<file path="src/rtl/seq_detect_multi.sv">
// seq_detect_multi: runtime-programmable serial detector for NUM_PAT patterns with
// per-pattern enable, overlap control, one-cycle match flags and saturating hit counters.
module seq_detect_multi #(
    parameter int PAT_LEN = 4,
    parameter int NUM_PAT = 2,
    parameter int CNT_W   = 8
) (
    input  logic                       ck,
    input  logic                       rs,
    input  logic                       data_valid,
    input  logic                       data,
    input  logic [NUM_PAT*PAT_LEN-1:0] pat_cfg,
    input  logic [NUM_PAT-1:0]         pat_en,
    input  logic                       overlap,
    input  logic                       cnt_clr,
    output logic [NUM_PAT-1:0]         y,
    output logic                       any_hit,
    output logic [NUM_PAT*CNT_W-1:0]   hit_cnt
);
    localparam int FW = $clog2(PAT_LEN);
    localparam logic [FW-1:0] FMAX = FW'(PAT_LEN - 1);

    logic [PAT_LEN-2:0]               hist;
    logic [NUM_PAT-1:0][FW-1:0]       fill, fill_nx;
    logic [NUM_PAT-1:0][CNT_W-1:0]    cnt, cnt_nx;
    logic [NUM_PAT-1:0]               match;

    // fill counts usable history bits per pattern; a consumed match restarts it
    always_comb begin
        for (int i = 0; i < NUM_PAT; i++) begin
            match[i]   = data_valid && pat_en[i] && fill[i] == FMAX &&
                         {hist, data} == pat_cfg[i*PAT_LEN +: PAT_LEN];
            fill_nx[i] = !pat_en[i] ? '0 :
                         !data_valid ? fill[i] :
                         (match[i] && !overlap) ? '0 :
                         (fill[i] == FMAX) ? FMAX : fill[i] + FW'(1);
            cnt_nx[i]  = cnt_clr ? '0 :
                         (match[i] && cnt[i] != '1) ? cnt[i] + CNT_W'(1) : cnt[i];
        end
    end

    always_ff @(posedge ck or negedge rs) begin
        if (!rs) begin
            hist    <= '0;
            fill    <= '0;
            cnt     <= '0;
            y       <= '0;
            any_hit <= 1'b0;
        end else begin
            hist    <= data_valid ? (PAT_LEN-1)'({hist, data}) : hist;
            fill    <= fill_nx;
            cnt     <= cnt_nx;
            y       <= match;
            any_hit <= |match;
        end
    end

    assign hit_cnt = cnt;
endmodule

</file>
<file path="config.mk">
export PLATFORM = sky130hd
export DESIGN_NAME = seq_detect_multi
export DESIGN_NICKNAME = d
export VERILOG_FILES = /design/src/rtl/seq_detect_multi.sv
export SDC_FILE = /design/constraint.sdc
export NUM_CORES = 1
export LEC_CHECK = 0
export ABC_AREA = 1
export CAP_MARGIN = 20
export CORE_ASPECT_RATIO = 1.25
export CORE_MARGIN = 2
export CORE_UTILIZATION = 40
export DETAILED_ROUTE_END_ITERATION = 10
export SYNTH_ARGS = -nofsm -noshare
export SYNTH_HDL_FRONTEND = slang
export SYNTH_SLANG_ARGS = --single-unit
</file>
<file path="constraint.sdc">
create_clock -name ck -period 2 [get_ports ck]
set_clock_uncertainty 0.15 [all_clocks]
set_input_delay 0.5 -clock ck [delete_from_list [all_inputs] [get_ports ck]]
set_output_delay 0.5 -clock ck [all_outputs]
set_load 0.05 [all_outputs]
</file>
======== Yosys cells after proc, flatten, opt, wreduce, memory -nomap -nowiden ========
Cells that the tools add are included.
storage, ports and cells
  register bits ........................... 26
  bits of input ports ..................... 16
  output and inout port bits .............. 19
  word-level logic and storage cells ...... 45
operators by class
  $add $sub $neg .......................... 4
  equal/unequal tests ..................... 8
  mux-type cells .......................... 12
  reductions and logical operators ........ 14
operators by type and width
  kind                   number
  $mux W8                4
  $add A8 B1 Y8 const B  2
  $mux W2                8
  $ne A8 B8 Y1 const B   2
  $logic_and A1 B1 Y1    10
  $eq A4 B4 Y1           2
  $add A2 B1 Y2 const B  2
  $eq A2 B2 Y1 const B   2
  $ne A2 B2 Y1 const B   2
  $reduce_bool A2 Y1     2
  $reduce_or A2 Y1       1
  $logic_not A1 Y1       1

======== Longest topological paths before layout ========
  depth after elaboration ................. 7
  depth in mapped cells ................... 10
  mapped depth without buffers ............ 10

======== Worst setup path after synthesis ========
No wires, ideal clock.
  kind .................................... register -> register
  start ................................... reg cnt (netlist bit hit_cnt[1])
  end ..................................... reg cnt (netlist bit hit_cnt[5])
  setup time .............................. 0.119 ns
  data arrival time ....................... 1.609 ns
  required time ........................... 1.731 ns
  setup slack ............................. 0.122 ns
  cell stages (with the launch flop) ...... 9
  buffers on the path ..................... 0
  period minus slack after synthesis ...... 1.878 ns
  cell sequence ........................... dfrtp_1 -> ha_1 -> nand2_1 -> nor2_4 -> nand4_1 -> nor2_2 -> nor2_4 -> nand3b_1 -> nand2_1
on the way
  cells in the longest elaborated chain, start to end .. 3
  elaborated cells between the ends (all ways) .. 6
  those cells by class .................... 1 x add/sub; 1 x eq/ne; 2 x mux; 2 x reduce/logical
ends and longest elaborated chain
  what                                                   line  RTL
  start, declared                                        25    logic [NUM_PAT-1:0][CNT_W-1:0] cnt, cnt_nx;
  start signal, assigned                                 52    cnt <= cnt_nx;
  $add A8 B1 Y8 / $ne A8 B8 Y1 (equally long branches)   38    (match[i] && cnt[i] != '1) ? cnt[i] + CNT_W'(1) : cnt[i];
  $mux W8 / $logic_and A1 B1 Y1 (equally long branches)  38
  $mux W8 / $reduce_bool A2 Y1 (equally long branches)   -
Several ways; a longest one is shown, not always the timed one. The select of a mux whose other input is x is not followed.
A chain may end at the register's enable or synchronous reset.

======== Worst setup path in the final report ========
  start ................................... in data
  end ..................................... reg cnt (netlist bit hit_cnt[3])
on the way
  cells in the longest elaborated chain, start to end .. 4
ends and longest elaborated chain
  what                          line  RTL
  start, declared               11    input logic data,
  $eq A4 B4 Y1                  32    {hist, data} == pat_cfg[i*PAT_LEN +: PAT_LEN];
  $logic_and A1 B1 Y1           31    match[i] = data_valid && pat_en[i] && fill[i] == FMAX &&
  $logic_and A1 B1 Y1           38
  $reduce_bool A2 Y1 (no line)  -
No other way between the ends.

==> qor.csv <==
metric,value,unit
Sw Pwr,272,µW
core area,4070,µm²
post-synthesis compound-gate area fraction,3.20,%
critical path's largest stage delay,0.52,ns
clock power share,33.1,%
reg2reg path depth,7,
Syn Area/Cell,7.28,µm²
Synth Area in Adders,1.49,%
Synth Instances,231,
# setup viols final,0,
clock root buffer master,clkbuf_8,
Hold EP,hist[1],
hold path depth,2,
H-tree levels,1,
setup tns final,0,ns
Combinational Power Share,14.4,%
worst path arrival time,1.86,ns
worst r2r src,hit_cnt[0],
Seq pwr share,52.5,%
layout cell share with drive strength beyond 1,21.6,%
CP Max Fanout,8,
remaining antenna violation count,0,
Int Pwr,779,µW
grt peak-use layer,met2,
Final Non-Filler Cells,329,
Max Clock Freq,544,MHz
clk sinks,26,
aggregate global routing overflow,0,
worst-skew pair later-pin latency,0.27,ns
worst hold path type,flop to flop,
syn nets,249,
Buf/Inv on CP,2,
Mapped Area,1680,µm²
mux contribution to synthesized area,0,%
Pwr per Cell Area,469,nW/µm²
Yosys reg bits,26,
Die W,62.0,µm
final hold viol count,0,
Max-cap violations,0,
Post-Place Setup Slack,-0.157,ns
Starting Density,41.4,%
Routed WL,3680,µm
vias in the first global route,1465,
clock-pin slew on the worst setup and hold paths,0.10,ns
"Seq/Total Area, Yosys",38.7,%
CTS Hold Bufs,0,
max-slew violation count,0,
largest net degree at the start of global routing,33,
Final Util,55.1,%
postcts setup bufs,0,
measured slew at the worst slew-check pin,0.349,ns
fillcell total,392,
WL/cell,11.2,µm
Crit path top cell by count,nand2_1,
Synth cell types,25,
Yosys warning count,0,
Max VDD drop,0.244,mV
R2R setup slack,0.40,ns
Tmin final,1.84,ns
global-route wire length before repair,6460,µm
CTS tree,done,
num rows,26,
# nets final,292,
Clock Path Buffers,2,
all-layer global routing usage,17.4,%
Global Route met3 Usage,1.53,%
final hold slack,0.416,ns
unrepaired setup endpoints after global routing,false,
CP Capture Type,flop,
TritonCTS Buffers,3,
"Cell Chain, Critical Path","clkdlybuf4s50_1, inv_1, nand2_1, nand2_2, nor2_4, nand4_2, nand3_1, nand2_1",
Slew headroom,76.7,%
CP max-delay cell,clkdlybuf4s50_1,
DRT Pass-1 Iters,4,
largest family of logic cells by synthesized area,simple AND/OR/NAND/NOR gates,
Final period util,92.0,%
xor and xnor area share after synthesis,3.13,%
iteration-0 DRC count of the detailed router,48,
synthesis-to-layout area growth,33.2,%
met2 Resource Use GR,28.7,%
Die Area,4740,µm²
leakage power,0.00112,µW
Placer Congestion,0.858,
DPL Wire Length,2750,µm
vias,1543,
Worst EP required,2.02,ns
initial antenna violation count,0,
hold path start,hist[0],
Crit path max-delay family,simple AND/OR/NAND/NOR gates,
switch share,25.9,%
vias per cell,4.69,
Worst R2R End,hit_cnt[3],
M1 GR Usage,22.8,%
WS Path Type,primary input to flop,
DRC violation count after routing,0,
I/O pins,35,
antenna cells,0,
Simple-Gate Fraction of Synth Area,44.3,%
status,"finished, final reports clean",
setup ws final,0.160,ns
Die Y,76.5,µm
CP Launch Type,primary input,
Port Buffers,34,
post-placement cell count,325,
post-CTS sizing,0,
how the worst max path moves through the flow:
stage                          start    endpoint  slack [ns]  cells past startpoint
after global routing            data  hit_cnt[0]        0.03                      9
after CTS                       data  hit_cnt[4]        0.15                      8
final                           data  hit_cnt[3]        0.16                      8
after detailed placement        data  hit_cnt[4]       -0.16                      8
after global placement          data  hit_cnt[7]       -0.12                      8
after floorplan           hit_cnt[1]  hit_cnt[5]        0.12                      8
routing by layer:
layer,wire [µm],up-vias
met5,0,-
met4,35,0
met3,83,2
met2,1850,19
met1,1710,708
li1,-,814
metrics by stage:
stage	total power [µW]	area, µm²
detailed placement	716	2180
floorplan	643	1680
finish	1050	2240
global placement	714	2180
CTS	1070	2240
global route	1110	2240
state kept, by name (all words and copies together), names as in the netlist:
signal / flops
hit_cnt: 16
fill: 4
any_hit: 1
hist: 3
y: 2
power groups by stage:
| stage | combinational, µW | clock [µW] | sequential, µW |
|---|---|---|---|
| final | 151 | 348 | 552 |
| after floorplan | 83.4 | 0 | 559 |
| after global routing | 171 | 389 | 554 |
| after CTS | 154 | 361 | 552 |
| after global placement | 152 | 0 | 562 |
| after detailed placement | 153 | 0 | 562 |
cell usage in the layout, fill, tap and decap left out, drive strengths merged:
master / Yosys / routed
nand2: 73 / 73
a31o: 1 / 1
nor2: 22 / 22
buf: 5 / 28
clkbuf: 0 / 4
o21ai: 7 / 7
nor3: 2 / 2
clkinv: 2 / 2
nand4: 7 / 7
a21oi: 2 / 2
xnor2: 2 / 2
clkdlybuf4s50: 0 / 15
dfrtp: 26 / 26
xor2: 4 / 4
nand3b: 5 / 5
ha: 2 / 2
inv: 32 / 32
nand3: 39 / 39
logic make-up (layout without fill, tap and decap cells):
family | Yosys count | after routing
buf+inv | 39 | 81
fa+ha+maj | 2 | 2
compound gates | 10 | 10
xor+xnor | 6 | 6
flops | 26 | 26
simple gates | 148 | 148
synth_stat cells:
master,count,area share (%)
a21oi_1,2,0.60
a31o_2,1,0.52
buf_2,4,1.2
buf_4,1,0.45
clkinv_1,2,0.45
dfrtp_1,26,39
ha_1,2,1.5
inv_1,26,5.8
inv_2,6,1.3
nand2_1,69,15
nand2_2,3,1.1
nand2_4,1,0.67
nand3_1,37,11
nand3_2,1,0.60
nand3_4,1,1.0
nand3b_1,5,2.2
nand4_1,6,2.2
nand4_2,1,0.74
nor2_1,9,2.0
nor2_2,7,2.6
nor2_4,6,4.0
nor3_1,2,0.60
o21ai_0,7,2.1
xnor2_1,2,1.0
xor2_1,4,2.1
worst min-delay path, delay by kind of cell (launching register included):
kind | cells | cell delay [ns]
flip-flops | 1 | 0.41
AND/OR/NAND/NOR | 1 | 0.07
AO/OA/AOI/OAI | 1 | 0.06
area by class of cell:
class	instances	area [µm²]	share of cell area, %
Multi-Input combinational cell	166	876	39.1
Sequential cell	26	651	29.1
Timing Repair Buffer	43	460	20.6
Inverter	34	128	5.70
Tap cell	56	70.1	3.13
Clock buffer	4	55.1	2.46
Note: power is estimated with default switching activity, not from simulation.
